--- src/rtl/mips8_pkg.sv ---
// Shared encodings for the multicycle MIPS-8 control path: FSM states, opcodes and mux selects.
// Constants only; no latency, no backpressure.
package mips8_pkg;

    localparam int OP_W_C = 6;
    localparam int ST_W_C = 4;

    typedef enum logic [ST_W_C-1:0] {
        S_FETCH1  = 4'd0,
        S_FETCH2  = 4'd1,
        S_FETCH3  = 4'd2,
        S_FETCH4  = 4'd3,
        S_DECODE  = 4'd4,
        S_MEMADR  = 4'd5,
        S_LBRD    = 4'd6,
        S_LBWR    = 4'd7,
        S_SBWR    = 4'd8,
        S_RTYPEEX = 4'd9,
        S_RTYPEWR = 4'd10,
        S_BEQEX   = 4'd11,
        S_JEX     = 4'd12,
        S_ADDIEX  = 4'd13,
        S_ADDIWR  = 4'd14
    } state_e;

    localparam logic [OP_W_C-1:0] OP_RTYPE = 6'b000000;
    localparam logic [OP_W_C-1:0] OP_J     = 6'b000010;
    localparam logic [OP_W_C-1:0] OP_BEQ   = 6'b000100;
    localparam logic [OP_W_C-1:0] OP_ADDI  = 6'b001000;
    localparam logic [OP_W_C-1:0] OP_LB    = 6'b100000;
    localparam logic [OP_W_C-1:0] OP_SB    = 6'b101000;

    localparam logic [1:0] ALUOP_ADD   = 2'b00;
    localparam logic [1:0] ALUOP_SUB   = 2'b01;
    localparam logic [1:0] ALUOP_FUNCT = 2'b10;

    localparam logic [1:0] ALUSRCB_REGB = 2'b00;
    localparam logic [1:0] ALUSRCB_ONE  = 2'b01;
    localparam logic [1:0] ALUSRCB_IMM  = 2'b10;
    localparam logic [1:0] ALUSRCB_BOFF = 2'b11;

    localparam logic [1:0] PCSRC_ALU    = 2'b00;
    localparam logic [1:0] PCSRC_ALUOUT = 2'b01;
    localparam logic [1:0] PCSRC_JUMP   = 2'b10;

    typedef struct packed {
        logic       memread;
        logic       memwrite;
        logic       iord;
        logic [3:0] irwrite;
        logic       alusrca;
        logic [1:0] alusrcb;
        logic [1:0] aluop;
        logic [1:0] pcsource;
        logic       pcwrite;
        logic       branch;
        logic       regwrite;
        logic       regdst;
        logic       memtoreg;
        logic       instr_done;
    } ctrl_t;

    function automatic logic is_legal_op(input logic [OP_W_C-1:0] o);
        return o inside {OP_RTYPE, OP_J, OP_BEQ, OP_ADDI, OP_LB, OP_SB};
    endfunction

endpackage

--- src/rtl/mips8_control_decode.sv ---
// State-to-control-word lookup for the MIPS-8 control FSM; purely combinational, zero latency.
// No backpressure; the unused state code decodes to an all-zero word.
module mips8_control_decode
    import mips8_pkg::*;
(
    input  state_e state,
    output ctrl_t  ctrl
);

    always_comb begin
        ctrl = '0;
        case (state)
            S_FETCH1: begin ctrl.memread = 1'b1; ctrl.irwrite = 4'b0001; ctrl.alusrcb = ALUSRCB_ONE; ctrl.pcwrite = 1'b1; end
            S_FETCH2: begin ctrl.memread = 1'b1; ctrl.irwrite = 4'b0010; ctrl.alusrcb = ALUSRCB_ONE; ctrl.pcwrite = 1'b1; end
            S_FETCH3: begin ctrl.memread = 1'b1; ctrl.irwrite = 4'b0100; ctrl.alusrcb = ALUSRCB_ONE; ctrl.pcwrite = 1'b1; end
            S_FETCH4: begin ctrl.memread = 1'b1; ctrl.irwrite = 4'b1000; ctrl.alusrcb = ALUSRCB_ONE; ctrl.pcwrite = 1'b1; end
            // Branch target is precomputed here so BEQEX can pick it from ALUOut.
            S_DECODE:  ctrl.alusrcb = ALUSRCB_BOFF;
            S_MEMADR:  begin ctrl.alusrca = 1'b1; ctrl.alusrcb = ALUSRCB_IMM; end
            S_LBRD:    begin ctrl.memread = 1'b1; ctrl.iord = 1'b1; end
            S_LBWR:    begin ctrl.regwrite = 1'b1; ctrl.memtoreg = 1'b1; ctrl.instr_done = 1'b1; end
            S_SBWR:    begin ctrl.memwrite = 1'b1; ctrl.iord = 1'b1; ctrl.instr_done = 1'b1; end
            S_RTYPEEX: begin ctrl.alusrca = 1'b1; ctrl.aluop = ALUOP_FUNCT; end
            S_RTYPEWR: begin ctrl.regwrite = 1'b1; ctrl.regdst = 1'b1; ctrl.instr_done = 1'b1; end
            S_BEQEX: begin
                ctrl.alusrca    = 1'b1;
                ctrl.aluop      = ALUOP_SUB;
                ctrl.pcsource   = PCSRC_ALUOUT;
                ctrl.branch     = 1'b1;
                ctrl.instr_done = 1'b1;
            end
            S_JEX:     begin ctrl.pcwrite = 1'b1; ctrl.pcsource = PCSRC_JUMP; ctrl.instr_done = 1'b1; end
            S_ADDIEX:  begin ctrl.alusrca = 1'b1; ctrl.alusrcb = ALUSRCB_IMM; end
            S_ADDIWR:  begin ctrl.regwrite = 1'b1; ctrl.instr_done = 1'b1; end
            default:   ctrl = '0;
        endcase
    end

endmodule

--- src/rtl/mips8_multicycle_control.sv ---
// Moore main-control FSM for the multicycle MIPS-8: 5-8 cycles per instruction, outputs follow state.
// No backpressure; op is sampled only in DECODE/MEMADR, zero only gates the branch PC write.
module mips8_multicycle_control
    import mips8_pkg::*;
#(
    parameter int OP_W = 6,
    parameter int ST_W = 4
) (
    input  logic            clock,
    input  logic            reset_n,
    input  logic [OP_W-1:0] op,
    input  logic            zero,
    output logic            memread,
    output logic            memwrite,
    output logic            iord,
    output logic [3:0]      irwrite,
    output logic            alusrca,
    output logic [1:0]      alusrcb,
    output logic [1:0]      aluop,
    output logic [1:0]      pcsource,
    output logic            pcen,
    output logic            regwrite,
    output logic            regdst,
    output logic            memtoreg,
    output logic            instr_done,
    output logic            illegal_op,
    output logic [ST_W-1:0] state
);

    state_e state_q, state_d;
    logic   illegal_q, illegal_d;
    ctrl_t  ctrl;
    logic   op_legal;

    assign op_legal = is_legal_op(op);

    always_comb begin
        state_d   = S_FETCH1;
        illegal_d = illegal_q;
        case (state_q)
            S_FETCH1:  state_d = S_FETCH2;
            S_FETCH2:  state_d = S_FETCH3;
            S_FETCH3:  state_d = S_FETCH4;
            S_FETCH4:  state_d = S_DECODE;
            S_DECODE: begin
                case (op)
                    OP_LB, OP_SB: state_d = S_MEMADR;
                    OP_RTYPE:     state_d = S_RTYPEEX;
                    OP_BEQ:       state_d = S_BEQEX;
                    OP_J:         state_d = S_JEX;
                    OP_ADDI:      state_d = S_ADDIEX;
                    default: begin
                        state_d   = S_FETCH1;
                        illegal_d = 1'b1;
                    end
                endcase
            end
            S_MEMADR:  state_d = (op == OP_LB) ? S_LBRD : S_SBWR;
            S_LBRD:    state_d = S_LBWR;
            S_RTYPEEX: state_d = S_RTYPEWR;
            S_ADDIEX:  state_d = S_ADDIWR;
            default:   state_d = S_FETCH1;
        endcase
    end

    always_ff @(posedge clock or negedge reset_n) begin
        if (!reset_n) begin
            state_q   <= S_FETCH1;
            illegal_q <= 1'b0;
        end else begin
            state_q   <= state_d;
            illegal_q <= illegal_d;
        end
    end

    mips8_control_decode u_decode (
        .state (state_q),
        .ctrl  (ctrl)
    );

    assign memread    = ctrl.memread;
    assign memwrite   = ctrl.memwrite;
    assign iord       = ctrl.iord;
    assign irwrite    = ctrl.irwrite;
    assign alusrca    = ctrl.alusrca;
    assign alusrcb    = ctrl.alusrcb;
    assign aluop      = ctrl.aluop;
    assign pcsource   = ctrl.pcsource;
    assign regwrite   = ctrl.regwrite;
    assign regdst     = ctrl.regdst;
    assign memtoreg   = ctrl.memtoreg;
    // zero only matters in BEQEX, the only state that raises branch.
    assign pcen       = ctrl.pcwrite | (ctrl.branch & zero);
    assign instr_done = ctrl.instr_done | ((state_q == S_DECODE) & ~op_legal);
    assign illegal_op = illegal_q;
    assign state      = state_q;

endmodule

--- config.mk ---
export PLATFORM = sky130hd
export DESIGN_NAME = mips8_multicycle_control
export DESIGN_NICKNAME = d
export VERILOG_FILES = /design/src/rtl/mips8_pkg.sv /design/src/rtl/mips8_control_decode.sv /design/src/rtl/mips8_multicycle_control.sv
export SDC_FILE = /design/constraint.sdc
export NUM_CORES = 1
export LEC_CHECK = 0
export BUFFER_PORTS_ARGS = -buffer_cell sky130_fd_sc_hd__buf_4
export CORE_MARGIN = 2
export CORE_UTILIZATION = 42
export DETAILED_ROUTE_END_ITERATION = 8
export GPL_ROUTABILITY_DRIVEN = 0
export GPL_TIMING_DRIVEN = 0
export PLACE_DENSITY_LB_ADDON = 0.1
export SETUP_SLACK_MARGIN = 0.02
export SLEW_MARGIN = 20
export SYNTH_ARGS = -nofsm -noshare
export SYNTH_HDL_FRONTEND = slang
export SYNTH_SLANG_ARGS = --single-unit
export TNS_END_PERCENT = 1
--- constraint.sdc ---
create_clock -name clock -period 1.3 [get_ports clock]
set_input_delay 0.065 -clock clock [delete_from_list [all_inputs] [get_ports clock]]
set_output_delay 0.065 -clock clock [all_outputs]
set_load 0.05 [all_outputs]
==> impl_metrics.toml, run 1 <==
[synthesis]
syn-instance-count = 77
netlist.area_leader.share = 0.222
ys_seq_area_frac = 0.222
synth_edf_count = 0
async_flop_share = 1.00
yosys_warnings = 0
syn-mean-instance-area_um2 = 7.33
ys_top_cells_by_area = "dfrtp_1, a21oi_1, nor2_1"
synth_area_um2 = 564
synth_area_leader_cell = "dfrtp_1"
synth_cell_types = 36
ys.flop_type = "dfrtp_1"
synth_seq_cells = 5
synth_nets = 86

[cts]
ctsResizeCount = 28
post_cts_buffers = 5
cts.path.max_buffers = 2
clock-sinks = 5
htreeDepth = 1
ctsHoldBuffers = 1
numCtsBuffers = 3
clock-root-buffer = "clkbuf_4"

[placement]
place_hpwl_um = 1480
dp_slack_ns = 0.00503
io_buffer_count = 31

[floorplan]
num_io_pins = 33
die_h_um = 40.7
die_w_um = 40.7
initial_core_util = 0.439
core.rowCount = 13

[outcome]
stop_error = "[ERROR DPL-0038] Utilization greater than 100%, impossible to legalize"
run_status = "aborted with a tool error"
haltStage = "clock tree synthesis"
Yosys cell counts (all sizes together), types with 2 or more instances:
master	count
inv	5
o21ai	3
nor2	9
dfrtp	5
nor3b	2
nor3	7
a31oi	4
nand2b	3
buf	8
a21oi	7
nand2	5
kinds of logic after synthesis:
group | Yosys count | share of synthesized area
simple gates | 33 | 0.326
compound gates | 25 | 0.324
buf+inv | 13 | 0.113
flops | 5 | 0.222
xor+xnor | 1 | 0.0155
stage by stage:
step                      cells   util  cell area [µm²]
after floorplan              77      -              846
after global placement      123  0.854             1100
after detailed placement    123  0.854             1100
==> inputs of run 2 (changes only) <==
- CORE_AREA: unset -> 2 2 63 65
- CORE_MARGIN: 2 -> unset
- CORE_UTILIZATION: 42 -> unset
- DIE_AREA: unset -> 0 0 65 67
- PLACE_DENSITY_LB_ADDON: 0.1 -> 0.15
- SETUP_SLACK_MARGIN: 0.02 -> unset
==> impl_metrics.toml, run 2 <==
[outcome]
run_status = "finished, violations left"
violations = "negative setup slack"

[timing]
hold_viol_final = 0
fin_crit_sh = 1.11
fmax_mhz = 690
tightest_slew_ns = 0.279
skew_ns = 0.000876
hold_ws_ns = 0.117
relSlewSlack = 0.813
rsz0062_at_grt = "true"
finalMaxSlewViolations = 0
finalWorstSetupSlack_ns = -0.149
fin_crit_ns = 1.45
setup_violations = 17

[cts]
clock-root-buffer = "clkbuf_8"
numCtsBuffers = 3
clk_latency_ns = 0.22
clock-sinks = 5
path_clk_slew_ns = 0.03
htreeDepth = 1
cts_tree = "built"
cts.path.max_buffers = 2

[power]
powerDensity_nw_per_um2 = 2660
irDropWorstVdd_mv = 0.601
total_power_w = 0.00365
p_leak_nw = 0.527

[run]
drv_cap = 0

[routing]
dr.pass1.iters = 7
drc_errors = 0
via_per_inst = 4.47
routedWlPerCell_um = 12.3
vias = 742
final_antenna_net_count = 0
wl_um = 2040
drtIter0Drc = 15

[synthesis]
synth_nets = 86
synth-simple-area-share = 0.326
synth_seq_cells = 5
synth_cell_types = 36
ys_top_cells_by_area = "dfrtp_1, a21oi_1, nor2_1"
yosys_warnings = 0
synth_edf_count = 0
synth_adder_area_share = 0
synth_xor_area_frac = 0.0155
async_flop_share = 1.00
syn-mean-instance-area_um2 = 7.33
synth_mux_area_frac = 0
syn-instance-count = 77
ys.flop_type = "dfrtp_1"
synth-compound-area-share = 0.324
netlist.area_leader.share = 0.222
yosysMostFrequentCell = "nor2_1"
synth_area_leader_cell = "dfrtp_1"
ys_seq_area_frac = 0.222
synth_top_family_by_area = "simple AND/OR/NAND/NOR gates"
netlist_top_cells_count = "nor2_1, a21oi_1, buf_2, nor3_1"
synth_area_um2 = 564

[critical_path]
crit_arrival_ns = 1.38
cp-startpoint = "state[1]"
critPathLaunchType = "flop"
worst-path-max-fanout = 10
crit_required_ns = 1.24
endpoint_kind = "output port"
criticalPathCategory = "flop to output port"
rr_startpoint = "state[2]"

[final_layout]
syn_to_final_growth_pct = 143
largest_reg_flops = 4
num-nets-final = 128
diodes = 0
drive_gt1_frac = 0.746
final_cell_mix = "buf_4, buf_6, buf_12, nor3_4, nor2_4"
mostFrequentLayoutCell = "buf_4"
final_area_um2 = 1370

[floorplan]
die_w_um = 65
num_io_pins = 33
core.rowCount = 22
dieArea_um2 = 4360
initial_core_util = 0.156
die_h_um = 67
core_um2 = 3610

[grt]
grt_max_degree = 11
antenna_found_initial = 0
grt_pass1_wl_um = 3460
grt.total_usage = 0.103
grt-ovfl-total = 0
grt_pass1_vias = 731

[worst_hold_path]
hold_class = "input port to flop"
min_from = "op[2]"

[placement]
place_area_um2 = 1140
place_hpwl_um = 1580
io_buffer_count = 31
## run 2: final cells by class
type / count / area, µm²
buffer: 7 / 116
clock buffer: 4 / 45.0
fill: 374 / 2230
inverter: 5 / 33.8
multi-input combinational: 59 / 618
sequential: 5 / 130
tap: 48 / 60.1
timing repair buffer: 38 / 368
## run 2: cells by family after synthesis
kind of cell    Yosys count
buf+inv                  13
compound gates           25
xor+xnor                  1
simple gates             33
flops                     5
## run 2: layer usage
layer | track usage | share of wire | up-vias
met5 | 0 | 0 | -
met4 | 0.0559 | 0.023 | 0
met3 | 0.00169 | 0.034 | 5
met2 | 0.179 | 0.54 | 17
met1 | 0.130 | 0.41 | 351
li1 | - | - | 369
## run 2: repair_timing
action | 4_1_cts | 5_1_grt
hold buffers | 1 | 0
pin swaps | 6 | 1
gates cloned | 0 | 0
buffers inserted | 6 | 0
hold endpoints to repair | 5 | 0
gates resized for setup | 26 | 7
endpoints found under the setup margin | 19 | 20
## run 2: power breakdown
group          switching (W)  internal, W  total, W
sequential          0.000121     0.000219  0.000339
clock              0.0000739     0.000210  0.000284
combinational        0.00183      0.00120   0.00303
total                0.00202      0.00163   0.00365
## run 2: final timing paths
kind                               to  slack, ns  cells past startpoint
min reg2reg                illegal_op       0.48                      2
min                          state[2]       0.12                      2
max reg2reg                  state[2]      -0.01                      4
max in group asynchronous    state[2]       0.98                      2
min in group asynchronous    state[3]       0.21                      2
max                              pcen      -0.15                      5
## run 2: worst max-delay path: stages (launching register included)
cell and delay [ns]:
dfrtp_2 0.43, buf_12 0.16, nor2_4 0.09, and3_4 0.19, o21bai_4 0.11, buf_6 0.17
## run 2: stage by stage
stage | cells | TNS (ns) | setup slack [ns] | utilization
2_1_floorplan | 77 | -1.17 | -0.129 | -
3_5_place_dp | 156 | -0.00688 | -0.00688 | 0.316
3_3_place_gp | 156 | -0.00715 | -0.00715 | 0.316
4_1_cts | 167 | -1.55 | -0.168 | 0.376
5_1_grt | 166 | -2.40 | -0.203 | 0.380
6_report | 166 | -1.31 | -0.149 | 0.380
(Power assumes the default switching activity.)
==> inputs of run 3 (changes only) <==
- clock period: 1.3 -> 1.4 ns (I/O delays scaled with it)
==> impl_metrics.toml, run 3 (same netlist as run 2, synthesis figures left out) <==
[floorplan]
initial_core_util = 0.156
num_io_pins = 33
die_w_um = 65
dieArea_um2 = 4360
core_um2 = 3610
die_h_um = 67
core.rowCount = 22

[cts]
htreeDepth = 1
cts_tree = "built"
clk_latency_ns = 0.22
clock-sinks = 5
cts.path.max_buffers = 2
path_clk_slew_ns = 0.04
numCtsBuffers = 3
clock-root-buffer = "clkbuf_8"

[routing]
wl_um = 2360
final_antenna_net_count = 0
drtIter0Drc = 18
dr.pass1.iters = 4
routedWlPerCell_um = 13.5
drc_errors = 0
via_per_inst = 4.45
vias = 778

[grt]
grt-ovfl-total = 0
antenna_found_initial = 0
grt.total_usage = 0.115
grt_pass1_vias = 792
grt_max_degree = 10
grt_pass1_wl_um = 3850

[critical_path]
worst-path-max-fanout = 8
cpPeakStageDelay_ns = 0.44
slowest_stage = "dfrtp_2"
crit_arrival_ns = 1.37
path_buf_inv = 2
crit_family = "flip-flops"
critPathLaunchType = "flop"
crit_required_ns = 1.33
criticalPathCategory = "flop to output port"
endpoint_kind = "output port"
crit_chain = "buf_8 -> nor2_4 -> and3_4 -> o21bai_4 -> buf_6"

[final_layout]
mostFrequentLayoutCell = "buf_4"
syn_to_final_growth_pct = 156
final_cell_mix = "buf_4, buf_6, buf_8, nor3_4, dfrtp_2"
diodes = 0
final_area_um2 = 1440
utilization = 0.400
final_cells = 175
largest_reg_flops = 4
num-nets-final = 137
drive_gt1_frac = 0.780

[power]
irDropWorstVdd_mv = 0.644
p_leak_nw = 0.571
p_int_w = 0.00163
clkPwrFrac = 0.075
sequentialPowerShare = 0.086
power_frac_comb = 0.839
p_sw_w = 0.00193
switching_share = 0.541
powerDensity_nw_per_um2 = 2460

[timing]
tightest_slew_ns = 0.261
skew_ns = 0.00237
fin_crit_sh = 1.03
relSlewSlack = 0.825
rsz0062_at_grt = "true"
fin_crit_ns = 1.44
finalMaxSlewViolations = 0
hold_viol_final = 0
hold_ws_ns = 0.121
fmax_mhz = 693
finalWorstSetupSlack_ns = -0.0426
setup_violations = 7

[placement]
place_hpwl_um = 1660
io_buffer_count = 31
placed_cells = 156
place_area_um2 = 1060

[worst_hold_path]
hold_class = "input port to flop"

[run]
drv_cap = 0

[outcome]
violations = "negative setup slack"
run_status = "finished, violations left"
[run 3: cell types whose count changed in the layout (fill, tap and decap cells not counted), sizes merged]
cell,change
inv,+1
clkinv,-1
buf,+9
[run 3: what timing repair did]
| action | 4_1_cts | 5_1_grt |
|---|---|---|
| endpoints found under the setup margin | 17 | 15 |
| hold endpoints to repair | 5 | 0 |
| pin swaps | 3 | 5 |
| hold buffers | 1 | 0 |
| buffers inserted | 13 | 1 |
| gates cloned | 1 | 0 |
| gates resized for setup | 35 | 13 |
[run 3: power by group through the flow]
stage / logic (W) / registers [W] / clock network, W
after floorplan: 0.00159 / 0.000416 / 0
after global placement: 0.00227 / 0.000270 / 0
after detailed placement: 0.00228 / 0.000270 / 0
after CTS: 0.00288 / 0.000306 / 0.000269
after global routing: 0.00314 / 0.000313 / 0.000277
final: 0.00298 / 0.000305 / 0.000266
[run 3: per-layer routing]
metal  vias up  part of all wire  global-route usage
met5         -                 0                   0
met4         0            0.0042              0.0319
met3         2             0.038              0.0186
met2        17              0.52               0.197
met1       376              0.43               0.148
li1        383                 -                   -
[run 3: path summary, 6_finish.rpt]
| kind | startpoint | end | slack (ns) | depth (start not counted) |
|---|---|---|---|---|
| max | state[1] | pcen | -0.04 | 5 |
| min reg2reg | illegal_op | illegal_op | 0.48 | 2 |
| max in group asynchronous | reset_n | state[0] | 1.10 | 2 |
| min in group asynchronous | reset_n | state[3] | 0.19 | 2 |
| max reg2reg | state[3] | state[2] | 0.07 | 5 |
| min | op[2] | state[2] | 0.12 | 2 |
[run 3: worst register-to-register path, stage by stage, from the launching register on]
cell and delay [ns]:
dfrtp_2 0.43, buf_8 0.16, buf_4 0.15, nor3b_4 0.17, nand4_1 0.14, o221ai_2 0.18
[run 3: stage by stage]
stage          setup TNS [ns]  setup slack [ns]  total power, W
5_1_grt                -0.555           -0.0776         0.00373
6_report               -0.134           -0.0426         0.00356
4_1_cts                -0.229           -0.0466         0.00345
2_1_floorplan          -0.682           -0.0894         0.00200
3_3_place_gp                0            0.0224         0.00254
3_5_place_dp                0            0.0139         0.00255
[run 3: area by class of cell]
class / instances / area, µm²
flip-flops and latches: 5 / 130
plain buffers: 7 / 101
clock buffers: 4 / 45.0
multi-input cells: 59 / 627
well taps: 48 / 60.1
fillers: 361 / 2160
repair buffers: 47 / 459
inverters: 5 / 21.3
